File: src/rtl/csr_access_ctrl.sv
// csr_access_ctrl: serialises core/debug CSR requests into a fixed
// IDLE -> READ -> WRITE -> RESP read-modify-write sequence.
// Optional feature macro: CSR_CTRL_DEBUG_PORT_EN (enables the debug requester
// and round-robin arbitration; when undefined the dbg_* ports are inert).
module csr_access_ctrl #(
  parameter int C_XLEN = 32
) (
  input  logic              clk_i,
  input  logic              reset_i,
  input  logic              clk_en_i,
  input  logic              core_valid_i,
  output logic              core_ready_o,
  input  logic [1:0]        core_op_i,
  input  logic [11:0]       core_addr_i,
  input  logic [C_XLEN-1:0] core_wdata_i,
  input  logic              dbg_valid_i,
  output logic              dbg_ready_o,
  input  logic [1:0]        dbg_op_i,
  input  logic [11:0]       dbg_addr_i,
  input  logic [C_XLEN-1:0] dbg_wdata_i,
  output logic              rsp_valid_o,
  input  logic              rsp_ready_i,
  output logic              rsp_src_o,
  output logic [C_XLEN-1:0] rsp_rdata_o,
  output logic              rsp_exc_o,
  output logic              csr_rd_o,
  output logic [11:0]       csr_rd_addr_o,
  input  logic [C_XLEN-1:0] csr_rd_data_i,
  output logic              csr_wr_o,
  output logic [11:0]       csr_wr_addr_o,
  output logic [C_XLEN-1:0] csr_wr_data_o,
  input  logic              csr_illegal_rd_i,
  input  logic              csr_illegal_wr_i
);

  localparam logic [1:0] OP_RD = 2'b00;
  localparam logic [1:0] OP_RW = 2'b01;
  localparam logic [1:0] OP_RS = 2'b10;
  localparam logic [1:0] OP_RC = 2'b11;

  typedef enum logic [1:0] {
    S_IDLE,
    S_READ,
    S_WRITE,
    S_RESP
  } state_t;

  state_t state, state_nxt;

  logic              src_q;
  logic [1:0]        op_q;
  logic [11:0]       addr_q;
  logic [C_XLEN-1:0] wdata_q;
  logic [C_XLEN-1:0] old_q;
  logic              rd_ill_q;
  logic              last_dbg_q;

  logic              dbg_valid_eff;
  logic              grant_dbg;
  logic              grant_core;
  logic              can_accept;
  logic              accept;
  logic              wr_req;
  logic              exc_nxt;
  logic [C_XLEN-1:0] wr_val;

`ifdef CSR_CTRL_DEBUG_PORT_EN
  assign dbg_valid_eff = dbg_valid_i;
`else
  // Debug requester is never granted; the data mux below still references
  // the dbg_* inputs so the port list stays identical in both builds.
  logic unused_dbg_valid;
  assign unused_dbg_valid = dbg_valid_i;
  assign dbg_valid_eff    = 1'b0;
`endif

  // Round-robin: on contention the requester not served last wins.
  assign grant_dbg  = dbg_valid_eff & (~core_valid_i | ~last_dbg_q);
  assign grant_core = core_valid_i & ~grant_dbg;

  assign can_accept   = (state == S_IDLE) & clk_en_i & ~reset_i;
  assign core_ready_o = can_accept & grant_core;
  assign dbg_ready_o  = can_accept & grant_dbg;
  assign accept       = core_ready_o | dbg_ready_o;

  // Set/clear with an all-zero mask is a no-op and must not touch the CSR.
  assign wr_req  = (op_q != OP_RD) &
                   ~(((op_q == OP_RS) | (op_q == OP_RC)) & (wdata_q == '0));
  assign exc_nxt = rd_ill_q | (wr_req & csr_illegal_wr_i);

  assign csr_rd_o      = (state == S_READ) & clk_en_i & ~reset_i;
  assign csr_wr_o      = (state == S_WRITE) & clk_en_i & ~reset_i &
                         wr_req & ~rd_ill_q & ~csr_illegal_wr_i;
  assign csr_rd_addr_o = addr_q;
  assign csr_wr_addr_o = addr_q;
  assign csr_wr_data_o = wr_val;

  // New CSR value from the captured old value and the latched operand.
  always_comb begin
    wr_val = old_q;
    unique case (op_q)
      OP_RW:   wr_val = wdata_q;
      OP_RS:   wr_val = old_q | wdata_q;
      OP_RC:   wr_val = old_q & ~wdata_q;
      default: wr_val = old_q;
    endcase
  end

  // Next-state logic: one state per enabled cycle, RESP waits for consumer.
  always_comb begin
    state_nxt = state;
    unique case (state)
      S_IDLE:  if (accept) state_nxt = S_READ;
      S_READ:  state_nxt = S_WRITE;
      S_WRITE: state_nxt = S_RESP;
      S_RESP:  if (rsp_ready_i) state_nxt = S_IDLE;
      default: state_nxt = S_IDLE;
    endcase
  end

  // State register; reset overrides the clock enable.
  always_ff @(posedge clk_i) begin
    if (reset_i) begin
      state <= S_IDLE;
    end else if (clk_en_i) begin
      state <= state_nxt;
    end
  end

  // Request latch, read capture, response registers and arbitration pointer.
  always_ff @(posedge clk_i) begin
    if (reset_i) begin
      src_q       <= 1'b0;
      op_q        <= OP_RD;
      addr_q      <= '0;
      wdata_q     <= '0;
      old_q       <= '0;
      rd_ill_q    <= 1'b0;
      last_dbg_q  <= 1'b0;
      rsp_valid_o <= 1'b0;
      rsp_src_o   <= 1'b0;
      rsp_rdata_o <= '0;
      rsp_exc_o   <= 1'b0;
    end else if (clk_en_i) begin
      if (accept) begin
        src_q      <= grant_dbg;
        op_q       <= grant_dbg ? dbg_op_i    : core_op_i;
        addr_q     <= grant_dbg ? dbg_addr_i  : core_addr_i;
        wdata_q    <= grant_dbg ? dbg_wdata_i : core_wdata_i;
        last_dbg_q <= grant_dbg;
      end
      if (state == S_READ) begin
        old_q    <= csr_rd_data_i;
        rd_ill_q <= csr_illegal_rd_i;
      end
      if (state == S_WRITE) begin
        rsp_valid_o <= 1'b1;
        rsp_src_o   <= src_q;
        rsp_exc_o   <= exc_nxt;
        rsp_rdata_o <= exc_nxt ? '0 : old_q;
      end
      if ((state == S_RESP) && rsp_ready_i) begin
        rsp_valid_o <= 1'b0;
      end
    end
  end

endmodule
File: config.mk
export PLATFORM = sky130hd
export DESIGN_NAME = csr_access_ctrl
export DESIGN_NICKNAME = d
export VERILOG_FILES = /design/src/rtl/csr_access_ctrl.sv
export SDC_FILE = /design/constraint.sdc
export NUM_CORES = 1
export LEC_CHECK = 0
export CAP_MARGIN = 40
export CORE_MARGIN = 1.5
export CORE_UTILIZATION = 40
export CTS_BUF_LIST = sky130_fd_sc_hd__clkbuf_4 sky130_fd_sc_hd__clkbuf_8
export CTS_CLUSTER_SIZE = 14
export DETAILED_ROUTE_END_ITERATION = 10
export PLACE_DENSITY_LB_ADDON = 0.12
export SLEW_MARGIN = 20
export SYNTH_ARGS = -nofsm -noshare
export SYNTH_HDL_FRONTEND = slang
export SYNTH_SLANG_ARGS = --single-unit
File: constraint.sdc
create_clock -name clk_i -period 1.7 [get_ports clk_i]
set_input_delay 0.34 -clock clk_i [delete_from_list [all_inputs] [get_ports clk_i]]
set_output_delay 0.34 -clock clk_i [all_outputs]
set_load 0.05 [all_outputs]
==> results of run 1 <==
## metrics by stage
step | setup WS [ns] | instance area, um2 | power, W | hold WS [ns] | TNS (ns)
final | -0.3189 | 8965 | 0.007125 | 0.4471 | -10.20
after CTS | -0.3219 | 8811 | 0.007128 | 0.4462 | -10.54
after global placement | -0.2401 | 7865 | 0.004282 | 0.4397 | -10.88
after floorplan | -0.2263 | 5617 | 0.003713 | 0.4486 | -0.3265
after detailed placement | -0.2371 | 7865 | 0.004305 | 0.4460 | -13.21
after global routing | -0.3873 | 8965 | 0.007382 | 0.4349 | -14.93
## repair_timing
item,4_1_cts,5_1_grt
setup buffers,9,2
resized for setup,94,15
setup endpoints to repair,41,68
cloned,2,2
pin swaps,10,6
## registers in the layout, summed over array words and instances (netlist names)
register,count
csr_rd_addr_o,12
old_q,32
op_q,2
rd_ill_q,1
rsp_exc_o,1
rsp_rdata_o,32
rsp_valid_o,1
state,2
wdata_q,32
## worst min-delay path, stage by stage, from the launching register on
cell and delay [ns]:
dfxtp_1 0.31, nand2_1 0.05, o21ai_1 0.05
## kinds of logic after synthesis
group                      Yosys count
and+or+nand+nor                    249
adders and majority gates            4
buffers and inverters               69
AOI/OAI and AO/OA                  186
xor gates and xnor gates            32
muxes                                1
other                                1
DFF                                115
## per-layer routing
| layer | part of all wire [%] | up-vias |
|---|---|---|
| met5 | 0 | - |
| met2 | 51 | 152 |
| li1 | - | 2546 |
| met3 | 6.4 | 18 |
| met1 | 42 | 2413 |
| met4 | 1.1 | 0 |
## power by group through the flow
stage               sequential, W  clock, W  combinational (W)
detailed placement        0.00292         0            0.00139
floorplan                 0.00297         0           0.000745
finish                    0.00289   0.00266            0.00158
CTS                       0.00288   0.00271            0.00154
global placement          0.00291         0            0.00137
global route              0.00290   0.00282            0.00166
## cell usage in the layout, fill, tap and decap left out, types with 2 or more instances in the layout
cell type        count
nand2b_1            46
dfxtp_1            107
buf_6                4
a21oi_2             12
clkinvlp_4           2
clkinv_2             5
a21oi_1             35
ha_4                 2
nor2_1               6
o21ai_2             30
nor4_2               3
clkdlybuf4s50_1     82
dfxtp_4              2
a21oi_4             54
nor4_4               2
dfxtp_2              6
buf_12              44
inv_1                2
xnor2_1             23
nand2_1            146
xnor2_2              9
buf_4               95
o21ai_0             47
clkbuf_8            21
bufinv_16            3
conb_1               2
clkbuf_16            2
buf_16               2
o21ai_1              2
nand3_1             32
## path summary, 6_finish.rpt
path | startpoint | to | slack [ns] | cells after the start
setup / recovery | op_q[0]$_SDFFE_PP0P_ | csr_wr_data_o[25] | -0.32 | 5
hold / removal | rsp_rdata_o[0]$_SDFFE_PP0N_ | rsp_rdata_o[0]$_SDFFE_PP0N_ | 0.45 | 2
setup reg to reg | wdata_q[29]$_SDFFE_PP0P_ | rsp_exc_o$_SDFFE_PP0N_ | -0.06 | 7
hold reg to reg | rsp_rdata_o[0]$_SDFFE_PP0N_ | rsp_rdata_o[0]$_SDFFE_PP0N_ | 0.45 | 2
## final cells by class
cell class | count | area [um2] | area share, %
repair buffers | 231 | 2579 | 28.76
inverters | 4 | 17.52 | 0.1954
flip-flops and latches | 115 | 2317 | 25.85
clock buffers | 21 | 289.0 | 3.224
clock inverters | 10 | 130.1 | 1.452
well taps | 172 | 215.2 | 2.401
multi-input cells | 474 | 3417 | 38.12
==> flow_summary.yaml, run 1 <==
run_status:
  status: "complete, but fails checks"
  violations: "setup timing"
pwr:
  p_comb_share_pct: 22.1
  p_int_w: 0.005094
  p_sw_w: 0.002031
  seq_power_share_pct: 40.5
  power_density_nw_per_um2: 794.8
  switching_share_pct: 28.51
  p_leak_nw: 3.203
  clkPwrFrac_pct: 37.3
  ir_drop_mv: 0.6591
sta:
  finalSetupViolCount: 48
  slew_violations: 0
  timing.final.crit_share_pct: 118.8
  hold_viol_final: 0
  setup_slack_ns: -0.3189
  fin_worst_skew_ns: 0.01120
  max_slew.worst_pin.slew_ns: 0.5228
  fmaxAchievable_mhz: 495.3
  slew_headroom_pct: 65.15
  rsz0062_at_grt: "yes"
  fin_crit_ns: 2.019
route:
  vias: 5129
  avgRoutedWirePerCell_um: 15.73
  first_pass_iters: 5
  wl_mm: 16.15
  antenna_left: 0
  vias_per_cell: 4.994
  drt-initial-drc-count: 245
  drc: 0
clock_network:
  cts_buffers: 17
  clk_path_buf_depth: 2
  clk_pin_slew_ns: 0.07
  clk_latency_ns: 0.43
  cts_tree: "built"
  cts-htree-levels: 4
  cts_hold_buffers: 0
  cts-root-buf: "clkbuf_8"
  cts_sinks: 115
synthesis:
  synthAdderAreaFrac_pct: 0.9522
  synth.area.mux_share_pct: 0.1904
  synthFlopType: "dfxtp_1"
  yosys-top-cells-area: "dfxtp_1 (44%), nand2_1 (11%), a21oi_1 (9.6%)"
  ys_ff_latch: 115
  synth_top_area_share_pct: 43.80
  synth_edf_count: 0
  yosysWarnings: 0
  synth_xor_area_share_pct: 5.332
  seq_area_frac_synth_pct: 43.80
  synth-simple-area-share_pct: 21.83
  async_flop_share_pct: 0
  synth_top_cell_by_area: "dfxtp_1"
  synth_top_family_by_area: "simple AND/OR/NAND/NOR gates"
  synthMostInstantiatedCell: "nand2_1"
  syn_area_per_cell_um2: 8.000
  synth-compound-area-share_pct: 20.57
  netlist_area_um2: 5256
  synth_cell_types: 33
  synthCells: 657
  post_synth_most_frequent_cells: "nand2_1 (148), dfxtp_1 (115), a21oi_1 (101), o21ai_0 (49), nand2b_1 (46)"
placement:
  place.gp.congestion: 0.8462
  placed_cells: 985
  portBuffers: 177
  hpwl_mm: 11.03
setup_path:
  cp.arrival_ns: 1.68
  path_max_fanout: 12
  endpoint_kind: "output port"
  criticalPathCategory: "flop to output port"
  crit_slowest_cell: "dfxtp_4"
  cp-start-kind: "flop"
  max_stage_delay_ns: 0.35
  cp_top_family: "flip-flops"
  worst-path-buf-inv: 2
  crit_top_cell: "buf_12"
  crit_chain: "or2_4 > buf_12 > a21oi_2 > a21oi_4 > buf_12"
  cp_data_required_time_ns: 1.36
cells_and_area:
  insertedDiodeCount: 0
  area.growth.synth_to_final_pct: 70.55
  drive_gt1_share_pct: 36.73
  nNetsFinal: 979
  stdcell_count: 1027
  post-route-util_pct: 70.47
  n_fill_cell: 970
grt:
  grt_pass1_wl_mm: 25.59
  antenna_found_initial: 0
  overflow: 0
  grt_pass1_vias: 5075
  grt_util_met2_pct: 40.31
  track_usage_pct: 23.12
  grt.busiest_layer: "met2"
  use_met3_pct: 6.105
  met1_usage_pct: 28.12
  grt_max_degree: 67
die:
  die_height_um: 117.6
  rows: 41
  initial_core_util_pct: 41.32
  ios: 227
  die_w_um: 117.6
  die-area_um2: 13840
  core_um2: 12720
job:
  drv_cap: 0
hold_path:
  hold_class: "flop to flop"
(Power assumes the default switching activity.)
==> run 2: changes to the inputs <==
--- a/config.mk
+++ b/config.mk
@@ -6,7 +6,7 @@
 export NUM_CORES = 1
 export LEC_CHECK = 0
 export CAP_MARGIN = 40
-export CORE_MARGIN = 1.5
+export CORE_MARGIN = 2
 export CORE_UTILIZATION = 40
 export CTS_BUF_LIST = sky130_fd_sc_hd__clkbuf_4 sky130_fd_sc_hd__clkbuf_8
 export CTS_CLUSTER_SIZE = 14
==> run 2 against run 1 <==
Net effect:
- the run still ends with setup timing left
- sequential power about the same
- final cell count increased by 1.1%
- core utilization increased by 2.4 points
- combinational power increased by 9%
- cell area increased by 3.5%
- sequential cell count unchanged
- die area increased by 1.7%
- largest power group unchanged
==> flow_summary.yaml, run 2 (synthesis results as in run 1) <==
run_status:
  status: "complete, but fails checks"
  violations: "setup timing"
cells_and_area:
  mostFrequentLayoutCells: "nand2_1 (146), dfxtp_1 (110), buf_4 (103)"
  insertedDiodeCount: 0
  layout_commonest_cell: "nand2_1"
  stdcell_count: 1038
  nNetsFinal: 990
  reg_top3: "old_q (32), rsp_rdata_o (32), wdata_q (32)"
  area.growth.synth_to_final_pct: 76.46
  stdcell_area_um2: 9275
  n_fill_cell: 915
  drive_gt1_share_pct: 39.26
pwr:
  p_leak_nw: 3.334
  ir_drop_mv: 0.4710
  power_density_nw_per_um2: 746.9
  finalPower_w: 0.006928
setup_path:
  cp-start-kind: "flop"
  cp_data_required_time_ns: 1.36
  endpoint_kind: "output port"
  crit_slowest_cell: "dfxtp_2"
  crit_chain: "nor4_4 > buf_4 > nand4_1 > nor2_2 > a21oi_4 > buf_12"
  criticalPathCategory: "flop to output port"
  path_max_fanout: 2
  timing.rr.end: "rsp_rdata_o[22]$_SDFFE_PP0N_"
  reg2reg_slack_ns: -0.03
  max_stage_delay_ns: 0.34
  ff2ff_path_depth: 7
  timing.rr.start: "wdata_q[27]$_SDFFE_PP0P_"
  startpoint: "wdata_q[27]$_SDFFE_PP0P_"
  critPathCapture: "csr_wr_o"
  cp.arrival_ns: 1.77
sta:
  whs_ns: 0.4146
  finalSetupViolCount: 57
  fin_crit_ns: 2.112
  fin_worst_skew_ns: 0.01320
  setup_slack_ns: -0.4124
  rsz0062_at_grt: "yes"
  hold_viol_final: 0
  slew_violations: 0
  fmaxAchievable_mhz: 473.4
  timing.final.crit_share_pct: 124.3
placement:
  hpwl_mm: 11.38
  place.gp.congestion: 0.8514
  placed_cells: 990
  portBuffers: 177
  placed_cell_area_um2: 7890
grt:
  grt_max_degree: 71
  grt_pass1_vias: 5295
  overflow: 0
  antenna_found_initial: 0
  grt_pass1_wl_mm: 26.83
  track_usage_pct: 24.11
route:
  vias_per_cell: 5.039
  avgRoutedWirePerCell_um: 17.07
  wl_mm: 17.72
  drc: 0
  vias: 5230
  first_pass_iters: 5
  antenna_left: 0
  drt-initial-drc-count: 269
die:
  die-area_um2: 14070
  core_um2: 12720
  initial_core_util_pct: 41.32
  rows: 41
  die_w_um: 118.6
  ios: 227
  die_height_um: 118.6
clock_network:
  cts_sinks: 115
  clk_latency_ns: 0.45
  cts_hold_buffers: 0
  clk_path_buf_depth: 2
  cts_tree: "built"
  clk_pin_slew_ns: 0.06
  cts_buffers: 17
  cts-htree-levels: 4
  cts-root-buf: "clkbuf_8"
job:
  drv_cap: 0
hold_path:
  hold_class: "input pin to flop"
-- run 2: layout make-up --
| cell class | count | area [um2] | share of cell area (%) |
|---|---|---|---|
| multi-input combinational | 474 | 3630 | 39.13 |
| timing repair buffer | 242 | 2739 | 29.53 |
| sequential | 115 | 2316 | 24.97 |
| clock buffer | 26 | 332.8 | 3.588 |
| tap | 172 | 215.2 | 2.320 |
| clock inverter | 5 | 25.02 | 0.2698 |
| inverter | 4 | 17.52 | 0.1889 |
-- run 2: power by group --
part,switching (W),total (W),internal [W]
logic,0.000906,0.00172,0.000813
registers,0.000114,0.00289,0.00278
clock network,0.00107,0.00231,0.00125
-- run 2: worst min path at each step --
| stage | start | endpoint | slack, ns | cells after the start |
|---|---|---|---|---|
| detailed placement | rsp_rdata_o[18]$_SDFFE_PP0N_ | rsp_rdata_o[18]$_SDFFE_PP0N_ | 0.45 | 2 |
| CTS | reset_i | old_q[25]$_SDFFE_PP0P_ | 0.39 | 3 |
| floorplan | core_addr_i[0] | csr_rd_addr_o[0]$_SDFFE_PP0P_ | 0.45 | 2 |
| global route | reset_i | old_q[22]$_SDFFE_PP0P_ | 0.43 | 3 |
| global placement | rsp_rdata_o[18]$_SDFFE_PP0N_ | rsp_rdata_o[18]$_SDFFE_PP0N_ | 0.44 | 2 |
| finish | reset_i | old_q[21]$_SDFFE_PP0P_ | 0.41 | 3 |
-- run 2: timing repair --
action	CTS	global route
buffers inserted	8	4
gates resized for setup	108	33
cloned	2	7
hold endpoints to repair	0	0
setup endpoints to repair	46	68
pin swaps	33	53
-- run 2: layer usage --
metal  global-route usage (%)  wire, um
met3                    5.550      1113
met5                        0         0
met4                    8.333       325
met1                    27.91      7200
met2                    43.35      9082
-- run 2: stage by stage --
stage / worst slack (ns) / TNS, ns / util, %
final: -0.4124 / -10.68 / 72.91
after CTS: -0.4106 / -22.57 / 70.21
after global placement: -0.1651 / -7.142 / 62.02
after detailed placement: -0.1593 / -9.283 / 62.02
after floorplan: -0.2263 / -0.3265 / -
after global routing: -0.4719 / -13.74 / 72.91
-- run 2: critical path: cells and delay by family, from the launching register on --
family	cells	cell delay (ns)
compound gates	1	0.08
flops	1	0.34
simple gates	3	0.61
buf+inv	2	0.31
